## src/rtl/data_mem_arbiter.sv

```systemverilog
// Two-requester arbiter/sequencer for the single-port data memory, with timeout-to-error.
// Define DATA_MEM_ARB_ROUND_ROBIN_EN for round-robin tie-break; default is fixed priority to requester 0.
module data_mem_arbiter #(
    parameter int XLEN           = 32,
    parameter int TIMEOUT_CYCLES = 15
) (
    input  logic            i_clk,
    input  logic            i_rst_n,
    input  logic            i_req0,
    input  logic            i_req1,
    input  logic [XLEN-1:0] i_addr0,
    input  logic [XLEN-1:0] i_addr1,
    input  logic [XLEN-1:0] i_wdata0,
    input  logic [XLEN-1:0] i_wdata1,
    input  logic [2:0]      i_funct3_0,
    input  logic [2:0]      i_funct3_1,
    input  logic            i_read_write0,
    input  logic            i_read_write1,
    output logic            or_ack0,
    output logic            or_ack1,
    output logic            or_err0,
    output logic            or_err1,
    output logic [XLEN-1:0] or_rdata0,
    output logic [XLEN-1:0] or_rdata1,
    output logic            or_mem_req,
    output logic [XLEN-1:0] or_mem_addr,
    output logic [XLEN-1:0] or_mem_data,
    output logic [2:0]      or_mem_funct3,
    output logic            or_mem_read_write,
    input  logic            i_mem_ack,
    input  logic [XLEN-1:0] i_mem_data,
    output logic            or_busy
);

    typedef enum logic [1:0] {IDLE, ISSUE, RESP} state_t;

    localparam logic [7:0] CNT_LAST = 8'(TIMEOUT_CYCLES - 1);

    state_t          state, state_next;
    logic            take, done_ok, done_to, cnt_inc;
    logic            pick1, winner;
    logic [7:0]      cnt;
    logic [XLEN-1:0] resp_data;

`ifdef DATA_MEM_ARB_ROUND_ROBIN_EN
    // rr_ptr = 1 means requester 1 is preferred on the next tie.
    logic rr_ptr;
    assign pick1 = i_req1 & (~i_req0 | rr_ptr);

    always_ff @(posedge i_clk or negedge i_rst_n) begin
        if (!i_rst_n)  rr_ptr <= 1'b0;
        else if (take) rr_ptr <= ~pick1;
    end
`else
    assign pick1 = ~i_req0;
`endif

    always_ff @(posedge i_clk or negedge i_rst_n) begin
        if (!i_rst_n) state <= IDLE;
        else          state <= state_next;
    end

    always_comb begin
        state_next = state;
        take       = 1'b0;
        done_ok    = 1'b0;
        done_to    = 1'b0;
        cnt_inc    = 1'b0;
        case (state)
            IDLE: begin
                if (i_req0 || i_req1) begin
                    take       = 1'b1;
                    state_next = ISSUE;
                end
            end
            ISSUE: begin
                // A memory ack on the timeout cycle still counts as a normal completion.
                if (i_mem_ack) begin
                    done_ok    = 1'b1;
                    state_next = RESP;
                end else if (cnt == CNT_LAST) begin
                    done_to    = 1'b1;
                    state_next = RESP;
                end else begin
                    cnt_inc    = 1'b1;
                end
            end
            RESP:    state_next = IDLE;
            default: state_next = IDLE;
        endcase
    end

    assign resp_data = (done_ok && or_mem_read_write) ? i_mem_data : '0;
    assign or_busy   = (state != IDLE);

    always_ff @(posedge i_clk or negedge i_rst_n) begin
        if (!i_rst_n) begin
            or_mem_req        <= 1'b0;
            or_mem_addr       <= '0;
            or_mem_data       <= '0;
            or_mem_funct3     <= '0;
            or_mem_read_write <= 1'b0;
            winner            <= 1'b0;
            cnt               <= '0;
            or_ack0           <= 1'b0;
            or_ack1           <= 1'b0;
            or_err0           <= 1'b0;
            or_err1           <= 1'b0;
            or_rdata0         <= '0;
            or_rdata1         <= '0;
        end else begin
            if (take) begin
                or_mem_req        <= 1'b1;
                or_mem_addr       <= pick1 ? i_addr1       : i_addr0;
                or_mem_data       <= pick1 ? i_wdata1      : i_wdata0;
                or_mem_funct3     <= pick1 ? i_funct3_1    : i_funct3_0;
                or_mem_read_write <= pick1 ? i_read_write1 : i_read_write0;
                winner            <= pick1;
                cnt               <= '0;
            end
            if (cnt_inc) cnt <= cnt + 8'd1;
            if (done_ok || done_to) begin
                or_mem_req <= 1'b0;
                if (winner) begin
                    or_ack1   <= 1'b1;
                    or_err1   <= done_to;
                    or_rdata1 <= resp_data;
                end else begin
                    or_ack0   <= 1'b1;
                    or_err0   <= done_to;
                    or_rdata0 <= resp_data;
                end
            end
            if (state == RESP) begin
                or_ack0 <= 1'b0;
                or_ack1 <= 1'b0;
                or_err0 <= 1'b0;
                or_err1 <= 1'b0;
            end
        end
    end

endmodule
```

## config.mk

```make
export PLATFORM = sky130hd
export DESIGN_NAME = data_mem_arbiter
export DESIGN_NICKNAME = d
export VERILOG_FILES = /design/src/rtl/data_mem_arbiter.sv
export SDC_FILE = /design/constraint.sdc
export NUM_CORES = 1
export LEC_CHECK = 0
export CAP_MARGIN = 5
export CELL_PAD_IN_SITES_DETAIL_PLACEMENT = 0
export CELL_PAD_IN_SITES_GLOBAL_PLACEMENT = 2
export CORE_UTILIZATION = 26
export DETAILED_ROUTE_END_ITERATION = 12
export GPL_ROUTABILITY_DRIVEN = 1
export GPL_TIMING_DRIVEN = 0
export PLACE_DENSITY_LB_ADDON = 0.05
export SLEW_MARGIN = 20
export SYNTH_ARGS = -nofsm -noshare
export SYNTH_HDL_FRONTEND = slang
export SYNTH_SLANG_ARGS = --single-unit
```

## constraint.sdc

```tcl
create_clock -name i_clk -period 4.15 [get_ports i_clk]
set_input_delay 0.83 -clock i_clk [delete_from_list [all_inputs] [get_ports i_clk]]
set_output_delay 0.83 -clock i_clk [all_outputs]
set_load 0.02 [all_outputs]
```

# Word-level counts from Yosys, hierarchy flattened
# Index checks and enable logic that the tools add are counted.
# totals
reg_bits	148
input_bits	173
out_inout_bits	138
word_cells	72
# op_classes
n_addsub	1
n_eq_ne	6
n_mux	35
bitwise_logic	2
n_reduce_logical	14
# op_table
op	count
2-to-1 mux 32 bit	3
2-to-1 mux 1 bit	25
2-to-1 mux 8 bit	2
AND reduction 2 bit	5
nonzero test 2 bit	5
adder 8 x 1 -> 8 bit, second input constant	1
equality test 8 x 4 -> 1 bit, second input constant	1
2-to-1 mux 2 bit	3
case mux 2 bit (2 select lines)	1
2-to-1 mux 3 bit	1
inequality test 3 bit, second input constant	1
equality test 2 x 1 -> 1 bit, second input constant	1
equality test 2 bit, second input constant	1
zero test 2 bit	1
logical OR 1 bit	2
inequality test 2 x 1 -> 1 bit, second input constant	1
inequality test 2 bit, second input constant	1
inverter 1 bit	2
logical AND 1 bit	1

# Depth between registers and ports, before layout
# depth
depth_word	7
mapped_depth	8
depth_no_buf	6

# Least setup slack after synthesis
# OpenSTA, ideal clock, no wires.
# synth_timing
kind	input to register
start	in i_req0
end	reg or_mem_addr[22]
setup_ns	0.132
t_arrival_ns	1.758
required_ns	4.018
path_slack_ns	2.260
path_stages	5
path_buffers	3
cell_sequence	buf_2 buf_2 buf_2 mux2i_1 o21ai_1
# synth_between
elab_chain_len	3
elab_cells_between_ends	4
classes_between	mux (3); reduce/logical (1)
# synth_lines
element	line_no	source
from (decl)	9	input logic i_req0,
logical OR 1 bit	71	if (i_req0 || i_req1) begin
2-to-1 mux 1 bit	71	
2-to-1 mux 1 bit	69	case (state)
to (signal assigned)	114	or_mem_addr <= pick1 ? i_addr1 : i_addr0;
to (decl)	26	output logic [XLEN-1:0] or_mem_addr,
# Parallel ways exist; a longest one is shown, timed or not.
# A chain may end at the register's enable or synchronous reset.

# Final worst setup path
# layout_timing
start	reg state[0]
end	out or_busy
# layout_between
elab_chain_len	1
# layout_lines
element	line_no	source
from (decl)	39	state_t state, state_next;
from (signal assigned)	60	else state <= state_next;
nonzero test 2 bit	94	assign or_busy = (state != IDLE);
to (decl)	32	output logic or_busy
# No other way between the ends.

==> run_results.csv <==
group,metric,value,unit
worst_setup_path,critPathLaunchType,"flip-flop",
die,fp.dieW,159,um
synth,synth_seq_cells,148,
power,p_int,4.86,mW
cells_and_area,area.growth.synth_to_final,65.1,%
synth,ys_types,39,
global_routing,antenna_found_initial,0,
synth,syn_inst,533,
placed_design,gp_congestion,0.739,
worst_setup_path,path_max_fanout,10,
sta,clock_skew,0.00819,ns
clock_tree,clk_latency,0.42,ns
synth,syn_area,6390,um2
worst_setup_path,cp_data_required_time,3.32,ns
power,total_power,7.96,mW
global_routing,grt_pass1_vias,5994,
synth,post-synth-top-area-cell,"dfrtp_1",
synth,syn-num-nets,708,
placed_design,io_buffers,309,
drt,drt_wl_total,21.9,mm
die,row_count,57,
global_routing,gr-usage-all-layers,17.9,%
outcome,run_status,"completed",
sta,layout_setup_ws,1.58,ns
power,powerDensity,754,nW/um2
drt,viasPerCell,4.67,
global_routing,overflow,0,
power,p_leak,4.56,nW
cells_and_area,nFillCells,2334,
sta,hold_viol,0,
synth,ys.flop_type,"dfrtp_1",
worst_setup_path,crit_chain,"buf_2 -> nor2_2 -> inv_1 -> clkdlybuf4s50_1",
worst_setup_path,endpoint_kind,"primary output",
power,p_switching,3.10,mW
clock_tree,clk_pin_slew_worst_paths,0.07,ns
die,io_pins,311,
die,die_h,159,um
power,pwr-share-comb,48.0,%
sta,fin_crit_sh,62.0,%
sta,rsz0062_at_grt,"false",
drt,drt_iter0_markers,291,
drt,route.detailed.drc,0,
power,max-vdd-ir-drop,0.273,mV
power,seqPwrFrac,31.1,%
clock_tree,clk_path_buf_depth,2,
cells_and_area,final_area,10600,um2
worst_setup_path,cp.buffers_inverters,3,
cells_and_area,diodes,0,
synth,yosysSeqAreaShare,57.9,%
clock_tree,postCtsSetupRepairBufs,0,
drt,num_vias,5605,
min_path,worst_hold_path_type,"primary input to async pin",
cells_and_area,multi_input_area,2410,um2
synth,synthTopCellsByArea,"dfrtp_1 58%, mux2i_1 11%, a32o_1 10%, nand2_1 4.5%, o21ai_0 3.4%",
die,die-area,25200,um2
global_routing,grt_first_pass_wirelength,34.8,mm
power,switching_share,39.0,%
drt,antenna_left,0,
clock_tree,cts_root_buf,"clkbuf_16",
cells_and_area,seq_area,3700,um2
clock_tree,cts_tree,"yes",
clock_tree,hold_buffers,0,
worst_setup_path,crit_type,"flip-flop to primary output",
synth,yosysMostFrequentCell,"dfrtp_1",
power,power_frac_clock,20.9,%
synth,netlist.area_leader.share,57.9,%
cells_and_area,final_cells,1199,
clock_tree,clock_sink_count,148,
drt,first_pass_iters,5,
synth,syn_avg_cell_area,12.0,um2
sta,setup_viol,0,
die,core-area,24200,um2
die,initial_core_util,26.4,%
placed_design,post_dp_cell_area,9920,um2
clock_tree,cts_buffers,17,
placed_design,place_ws,1.57,ns
worst_setup_path,slowest_delay,0.56,ns
sta,worst_pin_slew,0.784,ns
synth,async_flop_share,100,%
clock_tree,htree_levels,4,
sta,tns,0,ns
placed_design,hpwl,16.8,mm
cells_and_area,fin_nets,1037,
sta,min_period,2.57,ns
cells_and_area,drive_above_1_share,8.23,%
worst_setup_path,critPathTopFamily,"buffers and inverters",
sta,fmax,0.389,GHz
synth,synth_warnings,0,
drt,wl_per_cell,18.3,um
worst_setup_path,crit_slowest_cell,"clkdlybuf4s50_1",
synth,synth_common_cells,"148 x dfrtp_1, 77 x nand2_1, 69 x mux2i_1",
clock_tree,cts_resized,0,
worst_setup_path,critPathArrivalTime,1.74,ns
global_routing,grt_max_degree,76,
sta,slew_headroom,47.7,%
sta,slew_viol_final,0,
placed_design,dp_cells,1167,
flow_run,cap_viol_max_count,0,
synth,synth-edff-count,0,
power groups by stage:
stage | Sequential, mW | Clock [mW] | Combinational (mW)
finish | 2.47 | 1.67 | 3.82
global route | 2.57 | 1.77 | 4.09
CTS | 2.49 | 1.71 | 3.89
detailed placement | 2.50 | 0 | 3.88
global placement | 2.47 | 0 | 3.86
floorplan | 3.25 | 0 | 1.10
logic make-up (layout without fill, tap and decap cells):
family | Yosys count | in the layout | share of synthesized area (%)
buffers and inverters | 53 | 395 | 4.35
DFF | 148 | 148 | 57.9
and+or+nand+nor | 111 | 111 | 8.61
adders and majority gates | 2 | 2 | 0.391
AOI/OAI and AO/OA | 150 | 150 | 17.9
muxes | 69 | 69 | 10.8
final timing paths:
kind / startpoint / endpoint / slack [ns] / cells past startpoint
setup / recovery: state[0] / or_busy / 1.58 / 4
hold / removal: i_rst_n / or_rdata1[28] / 0.37 / 1
setup reg to reg: state[0] / or_mem_addr[18] / 2.36 / 8
hold reg to reg: or_mem_data[17] / or_mem_data[17] / 0.47 / 2
max in group asynchronous: i_rst_n / or_mem_addr[2] / 3.00 / 2
min in group i_clk: or_mem_data[17] / or_mem_data[17] / 0.47 / 2
metal layers:
| metal | share of wire, % | global-route usage, % |
|---|---|---|
| met1 | 39 | 20.4 |
| met2 | 51 | 31.3 |
| met3 | 9.0 | 7.03 |
| met4 | 0.81 | 3.97 |
| met5 | 0 | 0 |
flip-flops by register name, summed over array words and instances, names as in the netlist:
| name | flops |
|---|---|
| or_mem_funct3 | 3 |
| or_rdata0 | 32 |
| winner | 1 |
| or_ack0 | 1 |
| or_err0 | 1 |
| or_mem_read_write | 1 |
| cnt | 8 |
| or_mem_req | 1 |
| or_rdata1 | 32 |
| or_mem_data | 32 |
| or_ack1 | 1 |
| or_err1 | 1 |
| state | 2 |
| or_mem_addr | 32 |
placed cells by master, fill, tap and decap left out, drive strengths merged, types with 4 or more instances in the layout:
| cell | n |
|---|---|
| a32o | 67 |
| buf | 30 |
| clkbuf | 38 |
| clkdlybuf4s50 | 308 |
| dfrtp | 148 |
| inv | 15 |
| mux2i | 69 |
| nand2 | 77 |
| nand3 | 9 |
| nor2 | 6 |
| nor3b | 4 |
| o21ai | 74 |
per-stage QoR:
stage	hold WS, ns	util [%]
final	0.373	43.5
after global routing	0.418	43.5
after CTS	0.404	43.5
after detailed placement	0.469	40.9
after global placement	0.463	40.8
after floorplan	0.458	-
cell type report:
class	instances	share of cell area [%]
buffer	49	2.49
timing repair buffer	310	29.6
sequential	148	35.1
clock inverter	15	1.96
tap	324	3.84
clock buffer	17	4.03
inverter	4	0.142
multi-input combinational	332	22.8
worst register-to-register path, stage by stage, from the launching register on:
cell and delay [ns]:
dfrtp_1 0.32, buf_2 0.22, nor2_2 0.09, o21ai_1 0.12
buf_2 0.26, buf_2 0.27, buf_2 0.29, nand2_1 0.08
o21ai_0 0.08
Power figures use the tool's default switching activity.
